`src/rtl/uart_tx_arbiter_pkg.sv`:
```
// Shared types and helpers for the UART TX arbiter: FSM encoding, clog2 and the grant-index width macro.
// The optional fixed-priority feature is enabled by defining UART_ARB_PRIO_EN.
`ifndef UART_TX_ARBITER_PKG_SV
`define UART_TX_ARBITER_PKG_SV

package uart_tx_arbiter_pkg;

  typedef enum logic [0:0] {
    ST_IDLE = 1'b0,
    ST_LOCK = 1'b1
  } arb_state_e;

  localparam int CNT_W = 8;

  function automatic int clog2(input int value);
    int r;
    r = 0;
    while ((32'sd1 << r) < value) begin
      r = r + 1;
    end
    return r;
  endfunction

endpackage

`define UART_ARB_ID_W(n) (((n) > 1) ? uart_tx_arbiter_pkg::clog2(n) : 1)

`endif

```
`src/rtl/uart_tx_arbiter_rr_picker.sv`:
```
// Combinational round-robin find-first: first set request at or above the pointer, with wrap-around.
module uart_rr_picker #(
  parameter int NUM_REQ = 4,
  parameter int ID_W    = 2
) (
  input  logic [NUM_REQ-1:0] i_req,
  input  logic [ID_W-1:0]    i_ptr,
  output logic [ID_W-1:0]    o_idx,
  output logic               o_found
);

  function automatic logic [ID_W-1:0] wrap_idx(input logic [ID_W-1:0] ptr, input int k);
    int s;
    s = int'(ptr) + k;
    if (s >= NUM_REQ) begin
      s = s - NUM_REQ;
    end else begin
      s = s;
    end
    return ID_W'(s);
  endfunction

  // Scan farthest-first so the nearest request above the pointer is the final assignment.
  always_comb begin
    o_idx   = '0;
    o_found = 1'b0;
    for (int k = NUM_REQ - 1; k >= 0; k--) begin
      if (i_req[wrap_idx(i_ptr, k)]) begin
        o_idx   = wrap_idx(i_ptr, k);
        o_found = 1'b1;
      end else begin
        o_idx   = o_idx;
        o_found = o_found;
      end
    end
  end

endmodule

```
`src/rtl/uart_tx_arbiter.sv`:
```
// Round-robin arbiter sharing one UART TX byte stream; a grant is held for a whole message or MAX_BURST bytes.
// Define UART_ARB_PRIO_EN to make requester 0 win every arbitration it takes part in.
import uart_tx_arbiter_pkg::*;

module uart_tx_arbiter #(
  parameter  int NUM_REQ    = 4,
  parameter  int DATA_WIDTH = 8,
  parameter  int MAX_BURST  = 16,
  localparam int ID_W       = `UART_ARB_ID_W(NUM_REQ)
) (
  input  logic                          clk,
  input  logic                          rstn,
  input  logic [NUM_REQ-1:0]            req_valid,
  input  logic [NUM_REQ-1:0]            req_last,
  input  logic [NUM_REQ*DATA_WIDTH-1:0] req_data,
  output logic [NUM_REQ-1:0]            req_ready,
  output logic                          tx_valid,
  output logic [DATA_WIDTH-1:0]         tx_data,
  input  logic                          tx_ready,
  output logic [ID_W-1:0]               grant_id,
  output logic                          busy
);

  arb_state_e            r_state, w_state_nxt;
  logic [ID_W-1:0]       r_ptr, w_ptr_nxt;
  logic [ID_W-1:0]       r_grant_id, w_grant_nxt;
  logic [CNT_W-1:0]      r_burst_cnt, w_burst_nxt;
  logic                  r_tx_valid, w_tx_valid_nxt;
  logic [DATA_WIDTH-1:0] r_tx_data, w_tx_data_nxt;

  logic [DATA_WIDTH-1:0] w_req_bytes [NUM_REQ];
  logic [ID_W-1:0]       w_rr_idx, w_win_idx;
  logic                  w_rr_found, w_slot_free, w_accept, w_release, w_arb;

  for (genvar g = 0; g < NUM_REQ; g++) begin : g_bytes
    assign w_req_bytes[g] = req_data[g*DATA_WIDTH +: DATA_WIDTH];
  end

  uart_rr_picker #(
    .NUM_REQ (NUM_REQ),
    .ID_W    (ID_W)
  ) u_picker (
    .i_req   (req_valid),
    .i_ptr   (r_ptr),
    .o_idx   (w_rr_idx),
    .o_found (w_rr_found)
  );

`ifdef UART_ARB_PRIO_EN
  assign w_win_idx = req_valid[0] ? {ID_W{1'b0}} : w_rr_idx;
`else
  assign w_win_idx = w_rr_idx;
`endif

  // The output register can take a byte when empty or draining this cycle.
  assign w_slot_free = !r_tx_valid || tx_ready;
  assign w_accept    = (r_state == ST_LOCK) && req_valid[r_grant_id] && w_slot_free;
  assign w_release   = w_accept && (req_last[r_grant_id] ||
                                    (r_burst_cnt == CNT_W'(MAX_BURST - 1)));
  assign w_arb       = (r_state == ST_IDLE) && w_rr_found && w_slot_free;

  // Only the owner sees ready, and only while locked.
  always_comb begin
    req_ready = '0;
    if (r_state == ST_LOCK) begin
      req_ready[r_grant_id] = w_slot_free;
    end else begin
      req_ready = '0;
    end
  end

  // Next-state, grant, pointer and burst bookkeeping.
  always_comb begin
    w_state_nxt = r_state;
    w_ptr_nxt   = r_ptr;
    w_grant_nxt = r_grant_id;
    w_burst_nxt = r_burst_cnt;
    case (r_state)
      ST_IDLE: begin
        if (w_arb) begin
          w_state_nxt = ST_LOCK;
          w_grant_nxt = w_win_idx;
          w_burst_nxt = '0;
        end else begin
          w_state_nxt = ST_IDLE;
        end
      end
      ST_LOCK: begin
        if (w_accept) begin
          w_burst_nxt = r_burst_cnt + CNT_W'(1);
        end else begin
          w_burst_nxt = r_burst_cnt;
        end
        if (w_release) begin
          w_state_nxt = ST_IDLE;
          w_ptr_nxt   = (r_grant_id == ID_W'(NUM_REQ - 1)) ? {ID_W{1'b0}}
                                                           : r_grant_id + ID_W'(1);
        end else begin
          w_state_nxt = ST_LOCK;
        end
      end
      default: begin
        w_state_nxt = ST_IDLE;
      end
    endcase
  end

  // Single output register stage toward the serializer.
  always_comb begin
    w_tx_valid_nxt = r_tx_valid;
    w_tx_data_nxt  = r_tx_data;
    if (w_accept) begin
      w_tx_valid_nxt = 1'b1;
      w_tx_data_nxt  = w_req_bytes[r_grant_id];
    end else if (r_tx_valid && tx_ready) begin
      w_tx_valid_nxt = 1'b0;
    end else begin
      w_tx_valid_nxt = r_tx_valid;
    end
  end

  // State and datapath registers.
  always_ff @(posedge clk or negedge rstn) begin
    if (!rstn) begin
      r_state     <= ST_IDLE;
      r_ptr       <= '0;
      r_grant_id  <= '0;
      r_burst_cnt <= '0;
      r_tx_valid  <= 1'b0;
      r_tx_data   <= '0;
    end else begin
      r_state     <= w_state_nxt;
      r_ptr       <= w_ptr_nxt;
      r_grant_id  <= w_grant_nxt;
      r_burst_cnt <= w_burst_nxt;
      r_tx_valid  <= w_tx_valid_nxt;
      r_tx_data   <= w_tx_data_nxt;
    end
  end

  assign tx_valid = r_tx_valid;
  assign tx_data  = r_tx_data;
  assign grant_id = r_grant_id;
  assign busy     = (r_state == ST_LOCK);

endmodule

```
`config.mk`:
```
export PLATFORM = sky130hd
export DESIGN_NAME = uart_tx_arbiter
export DESIGN_NICKNAME = d
export VERILOG_FILES = /design/src/rtl/uart_tx_arbiter_pkg.sv /design/src/rtl/uart_tx_arbiter_rr_picker.sv /design/src/rtl/uart_tx_arbiter.sv
export SDC_FILE = /design/constraint.sdc
export NUM_CORES = 1
export LEC_CHECK = 0
export ABC_AREA = 1
export BUFFER_PORTS_ARGS = -buffer_cell sky130_fd_sc_hd__buf_4
export CAP_MARGIN = 20
export CORE_UTILIZATION = 40
export CTS_CLUSTER_SIZE = 24
export DETAILED_ROUTE_END_ITERATION = 7
export PLACE_DENSITY = 0.67
export SKIP_LAST_GASP = 1
export SYNTH_ARGS = -nofsm -noshare
export SYNTH_HDL_FRONTEND = slang
export SYNTH_SLANG_ARGS = --single-unit
export TNS_END_PERCENT = 20
```
`constraint.sdc`:
```
create_clock -name clk -period 1.75 [get_ports clk]
set_clock_uncertainty 0.2 [all_clocks]
set_input_delay 0.175 -clock clk [delete_from_list [all_inputs] [get_ports clk]]
set_output_delay 0.175 -clock clk [all_outputs]
set_load 0.01 [all_outputs]
```
==> results.py <==
metrics = {
    "placed_design": {
        "port_buffers": 58,
        "hpwl_um": 3250,
        "post-place-ws_ns": 0.0421,
        "routabilityCongestion": 0.889,
    },
    "final_layout": {
        "num-fill-cells": 356,
        "synthToLayoutAreaGrowth_pct": 49.1,
        "final_util": 0.636,
        "n_antenna_cell": 0,
        "layout-drive-gt1-share": 0.361,
        "fin_nets": 365,
    },
    "routing": {
        "first_pass_iters": 4,
        "ant_nets": 0,
        "routed_wl_um": 4460,
        "num_vias": 1758,
        "drt_iter0_drc": 60,
        "post-route-drc-count": 0,
        "routed_via_density": 4.83,
        "wl_per_cell_um": 12.3,
    },
    "logic_synthesis": {
        "yosys-top-cells-count": "nand2_1 (78), nor2_1 (35), dfrtp_1 (22)",
        "synthAdderAreaFrac": 0.0392,
        "ys_seq_elements": 22,
        "synth-simple-area-share": 0.415,
        "syn_area_per_cell_um2": 6.74,
        "synth_top_family_by_area": "simple AND/OR/NAND/NOR gates",
        "synth_cell_type_count": 27,
        "synth_fp_nets": 285,
        "synth_flop_cell": "dfrtp_1",
        "synth-edff-count": 0,
        "synth-xor-area-share": 0.0110,
        "synthCells": 237,
        "synth_most_common_cell": "nand2_1",
        "synthArstFlopShare": 1.00,
        "netlist_area_um2": 1600,
        "yosysTopAreaCellShare": 0.345,
        "ys_seq_area_frac": 0.345,
        "synth_top_area_cell": "dfrtp_1",
        "synthMuxAreaShare": 0,
        "ys_warn_count": 0,
        "ys_top_cells_by_area": "dfrtp_1 (34%), nand2_1 (18%), nor2_1 (8.2%), o21ai_0 (5.6%), nand3_1 (5.0%)",
        "synth_compound_area_frac": 0.117,
    },
    "pwr": {
        "leakage_uw": 0.00126,
        "ir_worst_vdd_v": 0.000827,
        "powerDensity_nw_per_um2": 1670,
    },
    "clock_tree": {
        "htree_levels": 1,
        "cts_tree": "done",
        "cts.path.max_buffers": 2,
        "cts_root_buf": "clkbuf_8",
        "clock_sinks": 22,
        "numCtsBuffers": 3,
        "worstSkewPairLatency_ns": 0.26,
        "path_clk_slew_ns": 0.08,
    },
    "sta": {
        "rsz0062_at_grt": "true",
        "maxSlewViolCount": 0,
        "hold_viol": 0,
        "final-setup-viol-count": 1,
        "maxSlewHeadroom": 0.732,
        "min_period_ns": 1.78,
        "max_clock_freq_mhz": 561,
        "fin_ws_ns": -0.0331,
        "tightest_slew_ns": 0.401,
        "finalCritPeriodShare": 1.02,
    },
    "worst_setup_path": {
        "path_buf_inv": 3,
        "reg2reg_from": "grant_id[0]$_DFFE_PN0P_",
        "critPathArrivalTime_ns": 1.41,
        "cp_max_fo": 5,
        "start_kind": "register",
        "cpMaxStageDelayCell": "dfrtp_1",
        "crit_required_ns": 1.37,
        "reg2reg_depth": 7,
        "reg2reg_slack_ns": 0.06,
        "critical_path_class": "register to primary output",
        "critPathMaxStageDelay_ns": 0.44,
        "reg2reg_to": "r_burst_cnt[0]$_DFFE_PN0P_",
        "worst_setup_path_end_kind": "primary output",
        "crit_family": "flip-flops",
        "crit_chain": "inv_1 > buf_6 > ha_1 > nand2_1 > nor2_2 > buf_4",
    },
    "global_routing": {
        "grt_max_degree": 23,
        "overflow": 0,
        "grt_util_all_layers": 0.214,
        "grt_pass1_wl_um": 7020,
        "antenna_found_initial": 0,
        "grt_pass1_vias": 1569,
    },
    "flow_run": {
        "cap_violations": 0,
    },
    "min_path": {
        "holdCritStartpoint": "req_data[6]",
        "hold_end": "tx_data[6]$_DFFE_PN0P_",
        "hold_class": "primary input to register",
        "whs_path_depth": 5,
    },
    "die": {
        "fp.dieH_um": 65.2,
        "die_area_um2": 4250,
        "die_w_um": 65.2,
        "core.rowCount": 22,
        "core_area_um2": 3740,
        "start_util": 0.426,
        "ios": 59,
    },
    "status": {
        "violations": "setup timing",
        "status": "finished with violations",
    },
}
-- sequential cells by signal, summed over array words and instances (netlist names) --
name / cells
busy: 1
grant_id: 2
r_burst_cnt: 8
r_ptr: 2
tx_data: 8
tx_valid: 1
-- per-layer routing --
layer  wire length (um)  track usage  vias to the layer above  part of all wire
met5                  0            0                        -                 0
met1               2130        0.286                      789              0.48
met4                 38       0.0679                        0            0.0085
met2               2080        0.352                       44              0.47
li1                   -            -                      921                 -
met3                215       0.0365                        4             0.048
-- how the worst max path moves through the flow --
stage | endpoint | from | cells after the start | slack [ns]
floorplan | req_ready[0] | grant_id[0]$_DFFE_PN0P_ | 6 | 0.11
global placement | r_ptr[0]$_DFFE_PN0P_ | grant_id[0]$_DFFE_PN0P_ | 8 | 0.01
CTS | req_ready[0] | grant_id[0]$_DFFE_PN0P_ | 6 | -0.02
detailed placement | r_ptr[0]$_DFFE_PN0P_ | grant_id[0]$_DFFE_PN0P_ | 8 | 0.04
global route | req_ready[0] | grant_id[1]$_DFFE_PN0P_ | 6 | -0.10
finish | req_ready[0] | grant_id[1]$_DFFE_PN0P_ | 6 | -0.03
-- placed cells by master (no fill, tap or decap), types with 4 or more instances in the layout --
master and instances:
o22ai_1 8, ha_1 4, nand2_1 77, nand2_2 4
inv_1 10, dfrtp_1 21, buf_4 78, o21ai_0 18
nand2_4 4, nand3_1 16, nor2_2 6, nor2_1 34
-- power by group --
group	internal [uW]	leakage, uW	switching [uW]	total [uW]
combinational	1210	0.000945	1410	2620
clock	306	0.0000357	170	475
sequential	702	0.000279	176	877
-- cells by family after synthesis --
group,count (synthesis)
xor+xnor,2
simple gates,149
compound gates,34
flops,22
buf+inv,25
fa+ha+maj,5
-- repair_timing --
action / CTS / global route
hold buffers: 1 / 0
gates cloned: 0 / 1
setup endpoints to repair: 4 / 19
endpoints found under the hold margin: 22 / 0
buffers inserted: 1 / 13
pin swaps: 0 / 3
gates resized for setup: 5 / 10
-- worst register-to-register path, stage by stage (launching register included) --
cell,delay [ns]
dfrtp_1,0.42
buf_4,0.15
o21ai_1,0.07
o21ai_2,0.26
nand2_4,0.14
buf_4,0.21
nand3_1,0.09
o21ai_1,0.06
-- per-stage QoR --
stage / hold slack [ns] / cell area [um^2] / std cells / power, uW / TNS [ns]
after detailed placement: -0.115 / 2120 / 344 / 3070 / 0
after global routing: 0.0942 / 2380 / 364 / 4310 / -0.406
after floorplan: -0.321 / 1600 / 237 / 2310 / 0
final: 0.0767 / 2380 / 364 / 3980 / -0.0331
after CTS: 0.0650 / 2230 / 350 / 3640 / -0.0311
after global placement: -0.118 / 2120 / 344 / 3050 / 0
-- final cells by class --
class                           count  area [um^2]  share of cell area
Clock buffer                        3         41.3              0.0174
Clock inverter                      1         30.0              0.0126
Inverter                           16         75.1              0.0315
Multi-Input combinational cell    190          947               0.398
Sequential cell                    22          552               0.232
Tap cell                           48         60.1              0.0252
Timing Repair Buffer               84          674               0.283
Note: power is estimated with default switching activity, not from simulation.
